`config.mk`:
```
export PLATFORM = sky130hd
export DESIGN_NAME = fetch_decode_controller_flat
export DESIGN_NICKNAME = d
export VERILOG_FILES = /design/src/rtl/fetch_decode_controller_pkg.sv /design/src/rtl/fetch_decode_controller_if.sv /design/src/rtl/fetch_decode_controller_field_decode.sv /design/src/rtl/fetch_decode_controller.sv /design/src/flat_wrapper.sv
export SDC_FILE = /design/constraint.sdc
export NUM_CORES = 1
export LEC_CHECK = 0
export ABC_AREA = 0
export BUFFER_PORTS_ARGS = -buffer_cell sky130_fd_sc_hd__buf_4
export CORE_MARGIN = 2
export CORE_UTILIZATION = 55
export DETAILED_ROUTE_END_ITERATION = 16
export PLACE_DENSITY = 0.85
export REMOVE_ABC_BUFFERS = 1
export SETUP_SLACK_MARGIN = 0.1
export SYNTH_ARGS = -nofsm -noshare
export SYNTH_HDL_FRONTEND = slang
export SYNTH_HIERARCHICAL = 1
export SYNTH_SLANG_ARGS = --single-unit
```
`constraint.sdc`:
```
create_clock -name clk -period 5.63 [get_ports clk]
set_input_delay 0.8445 -clock clk [delete_from_list [all_inputs] [get_ports clk]]
set_output_delay 0.8445 -clock clk [all_outputs]
set_load 0.01 [all_outputs]
```
`src/rtl/fetch_decode_controller_pkg.sv`:
```
// Shared types and constants for the fetch/decode sequencer: state encoding,
// opcode constants, PC step and instruction field bit positions.
package fetch_decode_controller_pkg;

    localparam int DATA_W = 32;

    typedef enum logic [2:0] {
        S_IDLE,
        S_FETCH,
        S_DECODE,
        S_ISSUE,
        S_HALT
    } state_t;

    localparam logic [5:0]        RTYPE_OPCODE        = 6'b000000;
    localparam logic [5:0]        DEFAULT_HALT_OPCODE = 6'b111111;
    localparam logic [DATA_W-1:0] PC_STEP             = 32'd4;

    // MIPS-style field layout of the 32-bit instruction word
    localparam int OPC_HI   = 31;
    localparam int OPC_LO   = 26;
    localparam int RS_HI    = 25;
    localparam int RS_LO    = 21;
    localparam int RT_HI    = 20;
    localparam int RT_LO    = 16;
    localparam int RD_HI    = 15;
    localparam int RD_LO    = 11;
    localparam int SHAMT_HI = 10;
    localparam int SHAMT_LO = 6;
    localparam int FUNCT_HI = 5;
    localparam int FUNCT_LO = 0;

endpackage

```
`src/rtl/fetch_decode_controller_if.sv`:
```
// Bundle of the instruction-memory fetch bus and the decoded-instruction
// handshake; master is the controller, slave is memory/downstream.
interface fetch_decode_controller_if;
    import fetch_decode_controller_pkg::*;

    logic              start;
    logic              imem_req;
    logic [DATA_W-1:0] imem_addr;
    logic              imem_ack;
    logic [DATA_W-1:0] imem_rdata;
    logic              dec_valid;
    logic              dec_ready;
    logic [5:0]        opcode;
    logic [4:0]        rs;
    logic [4:0]        rt;
    logic [4:0]        rd;
    logic [5:0]        funct;
    logic              is_rtype;
    logic [DATA_W-1:0] pc;
    logic              busy;
    logic              halted;

    modport master (
        input  start, imem_ack, imem_rdata, dec_ready,
        output imem_req, imem_addr, dec_valid, opcode, rs, rt, rd, funct,
               is_rtype, pc, busy, halted
    );

    modport slave (
        output start, imem_ack, imem_rdata, dec_ready,
        input  imem_req, imem_addr, dec_valid, opcode, rs, rt, rd, funct,
               is_rtype, pc, busy, halted
    );

endinterface

```
`src/rtl/fetch_decode_controller_field_decode.sv`:
```
// Combinational field extraction: R-type instructions expose register and
// funct fields, every other opcode reports them as zero.
module instr_field_decode
    import fetch_decode_controller_pkg::*;
(
    input  logic [DATA_W-1:0] instr,
    output logic [5:0]        opcode,
    output logic [4:0]        rs,
    output logic [4:0]        rt,
    output logic [4:0]        rd,
    output logic [5:0]        funct,
    output logic              is_rtype
);

    // shamt has no consumer in this sequencer
    logic unused_shamt;
    assign unused_shamt = ^instr[SHAMT_HI:SHAMT_LO];

    always_comb begin
        opcode   = instr[OPC_HI:OPC_LO];
        is_rtype = 1'b0;
        rs       = '0;
        rt       = '0;
        rd       = '0;
        funct    = '0;
        if (instr[OPC_HI:OPC_LO] == RTYPE_OPCODE) begin
            is_rtype = 1'b1;
            rs       = instr[RS_HI:RS_LO];
            rt       = instr[RT_HI:RT_LO];
            rd       = instr[RD_HI:RD_LO];
            funct    = instr[FUNCT_HI:FUNCT_LO];
        end
    end

endmodule

```
`src/rtl/fetch_decode_controller.sv`:
```
// Instruction fetch/decode sequencer: fetches at pc, decodes for one cycle,
// then holds the decoded fields until downstream accepts them.
module fetch_decode_controller
    import fetch_decode_controller_pkg::*;
#(
    parameter logic [DATA_W-1:0] RESET_PC    = 32'h0000_0000,
    parameter logic [5:0]        HALT_OPCODE = DEFAULT_HALT_OPCODE
) (
    input logic                     clk,
    input logic                     rst,
    fetch_decode_controller_if.master bus
);

    state_t            state;
    logic [DATA_W-1:0] pc_q;
    logic [DATA_W-1:0] instr_q;
    logic [5:0]        opcode_q;
    logic [4:0]        rs_q;
    logic [4:0]        rt_q;
    logic [4:0]        rd_q;
    logic [5:0]        funct_q;
    logic              is_rtype_q;
    logic              imem_req_q;
    logic              dec_valid_q;
    logic              busy_q;
    logic              halted_q;

    logic [5:0] d_opcode;
    logic [4:0] d_rs;
    logic [4:0] d_rt;
    logic [4:0] d_rd;
    logic [5:0] d_funct;
    logic       d_is_rtype;

    instr_field_decode u_field_decode (
        .instr    (instr_q),
        .opcode   (d_opcode),
        .rs       (d_rs),
        .rt       (d_rt),
        .rd       (d_rd),
        .funct    (d_funct),
        .is_rtype (d_is_rtype)
    );

    // Outputs are registered alongside the state so each one tracks the
    // state it belongs to without decode glitches.
    always_ff @(posedge clk) begin
        if (rst) begin
            state       <= S_IDLE;
            pc_q        <= RESET_PC;
            instr_q     <= '0;
            opcode_q    <= '0;
            rs_q        <= '0;
            rt_q        <= '0;
            rd_q        <= '0;
            funct_q     <= '0;
            is_rtype_q  <= 1'b0;
            imem_req_q  <= 1'b0;
            dec_valid_q <= 1'b0;
            busy_q      <= 1'b0;
            halted_q    <= 1'b0;
        end else begin
            case (state)
                S_IDLE: begin
                    if (bus.start) begin
                        state      <= S_FETCH;
                        imem_req_q <= 1'b1;
                        busy_q     <= 1'b1;
                    end
                end
                S_FETCH: begin
                    if (bus.imem_ack) begin
                        instr_q    <= bus.imem_rdata;
                        imem_req_q <= 1'b0;
                        state      <= S_DECODE;
                    end
                end
                S_DECODE: begin
                    opcode_q   <= d_opcode;
                    rs_q       <= d_rs;
                    rt_q       <= d_rt;
                    rd_q       <= d_rd;
                    funct_q    <= d_funct;
                    is_rtype_q <= d_is_rtype;
                    if (d_opcode == HALT_OPCODE) begin
                        state    <= S_HALT;
                        busy_q   <= 1'b0;
                        halted_q <= 1'b1;
                    end else begin
                        state       <= S_ISSUE;
                        dec_valid_q <= 1'b1;
                    end
                end
                S_ISSUE: begin
                    if (bus.dec_ready) begin
                        dec_valid_q <= 1'b0;
                        pc_q        <= pc_q + PC_STEP;
                        imem_req_q  <= 1'b1;
                        state       <= S_FETCH;
                    end
                end
                S_HALT: begin
                    state <= S_HALT;
                end
                default: begin
                    state       <= S_IDLE;
                    imem_req_q  <= 1'b0;
                    dec_valid_q <= 1'b0;
                    busy_q      <= 1'b0;
                    halted_q    <= 1'b0;
                end
            endcase
        end
    end

    assign bus.imem_req  = imem_req_q;
    assign bus.imem_addr = pc_q;
    assign bus.pc        = pc_q;
    assign bus.dec_valid = dec_valid_q;
    assign bus.opcode    = opcode_q;
    assign bus.rs        = rs_q;
    assign bus.rt        = rt_q;
    assign bus.rd        = rd_q;
    assign bus.funct     = funct_q;
    assign bus.is_rtype  = is_rtype_q;
    assign bus.busy      = busy_q;
    assign bus.halted    = halted_q;

endmodule

```
`src/flat_wrapper.sv`:
```
// flat-port wrapper written by rule: the top's interface ports become plain ports
module fetch_decode_controller_flat import fetch_decode_controller_pkg::*;
#(
    parameter logic [DATA_W-1:0] RESET_PC    = 32'h0000_0000,
    parameter logic [5:0]        HALT_OPCODE = DEFAULT_HALT_OPCODE
)
  (clk, rst, bus_start, bus_imem_ack, bus_imem_rdata, bus_dec_ready, bus_imem_req, bus_imem_addr, bus_dec_valid, bus_opcode, bus_rs, bus_rt, bus_rd, bus_funct, bus_is_rtype, bus_pc, bus_busy, bus_halted);
  fetch_decode_controller_if bus_i ();
  input logic clk;
  input logic rst;
  input wire logic [$bits(bus_i.start)-1:0] bus_start;
  input wire logic [$bits(bus_i.imem_ack)-1:0] bus_imem_ack;
  input wire logic [$bits(bus_i.imem_rdata)-1:0] bus_imem_rdata;
  input wire logic [$bits(bus_i.dec_ready)-1:0] bus_dec_ready;
  output wire logic [$bits(bus_i.imem_req)-1:0] bus_imem_req;
  output wire logic [$bits(bus_i.imem_addr)-1:0] bus_imem_addr;
  output wire logic [$bits(bus_i.dec_valid)-1:0] bus_dec_valid;
  output wire logic [$bits(bus_i.opcode)-1:0] bus_opcode;
  output wire logic [$bits(bus_i.rs)-1:0] bus_rs;
  output wire logic [$bits(bus_i.rt)-1:0] bus_rt;
  output wire logic [$bits(bus_i.rd)-1:0] bus_rd;
  output wire logic [$bits(bus_i.funct)-1:0] bus_funct;
  output wire logic [$bits(bus_i.is_rtype)-1:0] bus_is_rtype;
  output wire logic [$bits(bus_i.pc)-1:0] bus_pc;
  output wire logic [$bits(bus_i.busy)-1:0] bus_busy;
  output wire logic [$bits(bus_i.halted)-1:0] bus_halted;
  assign bus_i.start = bus_start;
  assign bus_i.imem_ack = bus_imem_ack;
  assign bus_i.imem_rdata = bus_imem_rdata;
  assign bus_i.dec_ready = bus_dec_ready;
  assign bus_imem_req = bus_i.imem_req;
  assign bus_imem_addr = bus_i.imem_addr;
  assign bus_dec_valid = bus_i.dec_valid;
  assign bus_opcode = bus_i.opcode;
  assign bus_rs = bus_i.rs;
  assign bus_rt = bus_i.rt;
  assign bus_rd = bus_i.rd;
  assign bus_funct = bus_i.funct;
  assign bus_is_rtype = bus_i.is_rtype;
  assign bus_pc = bus_i.pc;
  assign bus_busy = bus_i.busy;
  assign bus_halted = bus_i.halted;
  fetch_decode_controller #(.RESET_PC(RESET_PC), .HALT_OPCODE(HALT_OPCODE)) u_core (.clk(clk), .rst(rst), .bus(bus_i));
endmodule
```
==> flow_summary.ini <==
[critical_path]
critPathCapture = u_core/bus.imem_addr[30]$_SDFFE_PP0P_
cp_num_buf_inv = 0
critical_path.cell_chain = and4b_1 -> nand3_1 -> or4_1 -> a21oi_1
worst_setup_path_startpoint = u_core/state[0]$_SDFFE_PP0P_
crit-reg2reg-launch = u_core/state[0]$_SDFFE_PP0P_
timing.rr.end = u_core/bus.imem_addr[30]$_SDFFE_PP0P_
worst-endpoint-required_ps = 5900
worst_path_depth = 4
cpLargestDelayFamily = simple AND/OR/NAND/NOR gates
worst-endpoint-arrival_ps = 2540
critical_path.slowest_cell = sky130_fd_sc_hd__dfxtp_1
startpoint_type = flop
crit_path_category = flop to flop
cp-end-kind = flop
worstPathMaxFanout = 16
critical_path.max_stage_delay_ps = 640
r2r_cells = 4
timing.reg2reg.setup_slack_ps = 3360

[sta]
timing_max_transition_violations_final = 0
timing.slew.headroom_pct = 13.05
final.min_clock_period_ps = 2271
timing.clock.skew_ps = 11.50
fin_hold_ws_ps = 453.4
report.final.setup_viol = 0
max_clock_freq_mhz = 440.4
grt_setup_unrepaired = false
tightestPinTransition_ps = 1300
post-route-worst-setup-slack_ps = 3359
min_period_over_period_pct = 40.33
hold_viol_final = 0
finalSetupTns_ps = 0

[floorplanning]
row_count = 31
start_util_pct = 57.16
die_area_sq_mm = 0.008333
design.core.area_sq_mm = 0.007331
ioPinCount = 133
die_height_um = 91.29
dieWidth_um = 91.29

[routing]
drt-vias-per-instance = 5.537
antenna_violating_nets_left = 0
wl_mm = 9.568
drt_pre_antenna_iters = 5
wl_per_cell_um = 13.73
number_of_remaining_drc_errors = 0
detailroute.via_count = 3859
drt_iter0_markers = 252

[cts]
worst_setup_hold_path_clk_slew_ps = 100
cts_tree = built
root_buffer = sky130_fd_sc_hd__clkbuf_8
clkSinkCount = 92
cts_resized = 0
cts_made_buffers = 9
cts-htree-levels = 3
cts_post_setup_buffers_inserted = 0
cts_hold_buffers = 0
cts-root-to-sink-buffers = 2
clock_insertion_delay_worst_skew_ps = 350

[hold_path]
hold_path_class = flop to flop

[yosys]
yosys_warnings = 6
synthCells = 527
synth_area_per_cell_sq_um = 7.951
syn_area_sq_mm = 0.004190

[outcome]
status = finished clean

[finish]
final_cell_count_no_fill = 697
postLayoutCoreUtil_pct = 68.70
num_antenna_cells = 0
design.final.nets = 631
areaGrowthSynthToFinish_pct = 20.19
drive_above_1_share_pct = 26.59

[global_routing]
track_usage_pct = 22.86
grt-ovfl-total = 0
antenna_found_initial = 0
grt_pass1_vias = 3420
grt_pass1_wl_mm = 15.71
largest_net_degree_at_the_start_of_global_routing = 101

[place]
globalplace.congestion = 0.8713
port_buffers = 123
numPlacedInstances = 681
dp_hpwl_mm = 6.217
place_worst_setup_slack_ps = 3142

[power]
vdd_drop_max_mv = 0.1760
power.density_cell_area_mw_per_mm2 = 244.4
total_leakage_power_nw = 2.050

[flow_run]
drv_cap = 0
[per-layer routing]
| metal | up-vias | share of wire, % | GRT usage, % |
|---|---|---|---|
| met5 | - | 0 | 0 |
| met4 | 0 | 1.2 | 7.828 |
| met3 | 13 | 8.1 | 4.813 |
| met2 | 178 | 48 | 38.27 |
| met1 | 1767 | 43 | 29.29 |
| li1 | 1901 | - | - |
[layout by cell type (no fill, tap or decap), drive strengths merged, types with 10 or more instances in the layout]
master,instances
a21oi,74
inv,11
nand4,11
buf,125
dfxtp,92
nand3,10
nand2,122
nor2,22
o21ai,10
and3,24
[where the power goes]
part | leakage, nW | internal (W) | switching [W]
registers | 0.744 | 0.000665 | 0.0000128
clock network | 0.0973 | 0.000212 | 0.000241
logic | 1.21 | 0.0000403 | 0.0000604
total | 2.05 | 0.000917 | 0.000314
[through the flow]
step                      area [sq um]  power (W)
after floorplan                   3760  0.0007386
after global placement            4832  0.0007892
after detailed placement          4832  0.0007919
after CTS                         5036   0.001245
after global routing              5036   0.001287
final                             5036   0.001231
[area by class of cell]
| type | instances | area, sq um |
|---|---|---|
| Tap cell | 99 | 123.9 |
| Clock inverter | 7 | 80.08 |
| Sequential cell | 92 | 1842 |
| Inverter | 7 | 26.28 |
| Clock buffer | 9 | 123.9 |
| Timing Repair Buffer | 125 | 938.4 |
| Multi-Input combinational cell | 358 | 1902 |
| Fill cell | 607 | 2295 |
[state kept, by name, indices dropped and copies added, names as in the netlist, 3 cells and up]
| register | count |
|---|---|
| u_core/bus.imem_addr | 30 |
| u_core/instr_q | 27 |
| u_core/bus.funct | 6 |
| u_core/bus.opcode | 6 |
| u_core/bus.rd | 5 |
| u_core/bus.rs | 5 |
| u_core/bus.rt | 5 |
| u_core/state | 3 |
[worst register-to-register path, delay by kind of cell, from the launching register on]
| kind | cells | cell delay (ps) |
|---|---|---|
| AND/OR/NAND/NOR | 3 | 1380 |
| flip-flops | 1 | 640 |
| AO/OA/AOI/OAI | 1 | 170 |
[worst min-delay path by stage]
| stage | from | endpoint | slack (ps) | cells after the start |
|---|---|---|---|---|
| after global routing | u_core/instr_q[3]$_SDFFE_PP0P_ | u_core/instr_q[3]$_SDFFE_PP0P_ | 470 | 2 |
| final | u_core/instr_q[14]$_SDFFE_PP0P_ | u_core/instr_q[14]$_SDFFE_PP0P_ | 450 | 2 |
| after global placement | u_core/instr_q[21]$_SDFFE_PP0P_ | u_core/instr_q[21]$_SDFFE_PP0P_ | 440 | 2 |
| after detailed placement | u_core/instr_q[14]$_SDFFE_PP0P_ | u_core/instr_q[14]$_SDFFE_PP0P_ | 440 | 2 |
| after floorplan | u_core/instr_q[20]$_SDFFE_PP0P_ | u_core/instr_q[20]$_SDFFE_PP0P_ | 430 | 2 |
| after CTS | u_core/instr_q[11]$_SDFFE_PP0P_ | u_core/instr_q[11]$_SDFFE_PP0P_ | 450 | 2 |
Note: power is estimated with default switching activity, not from simulation.
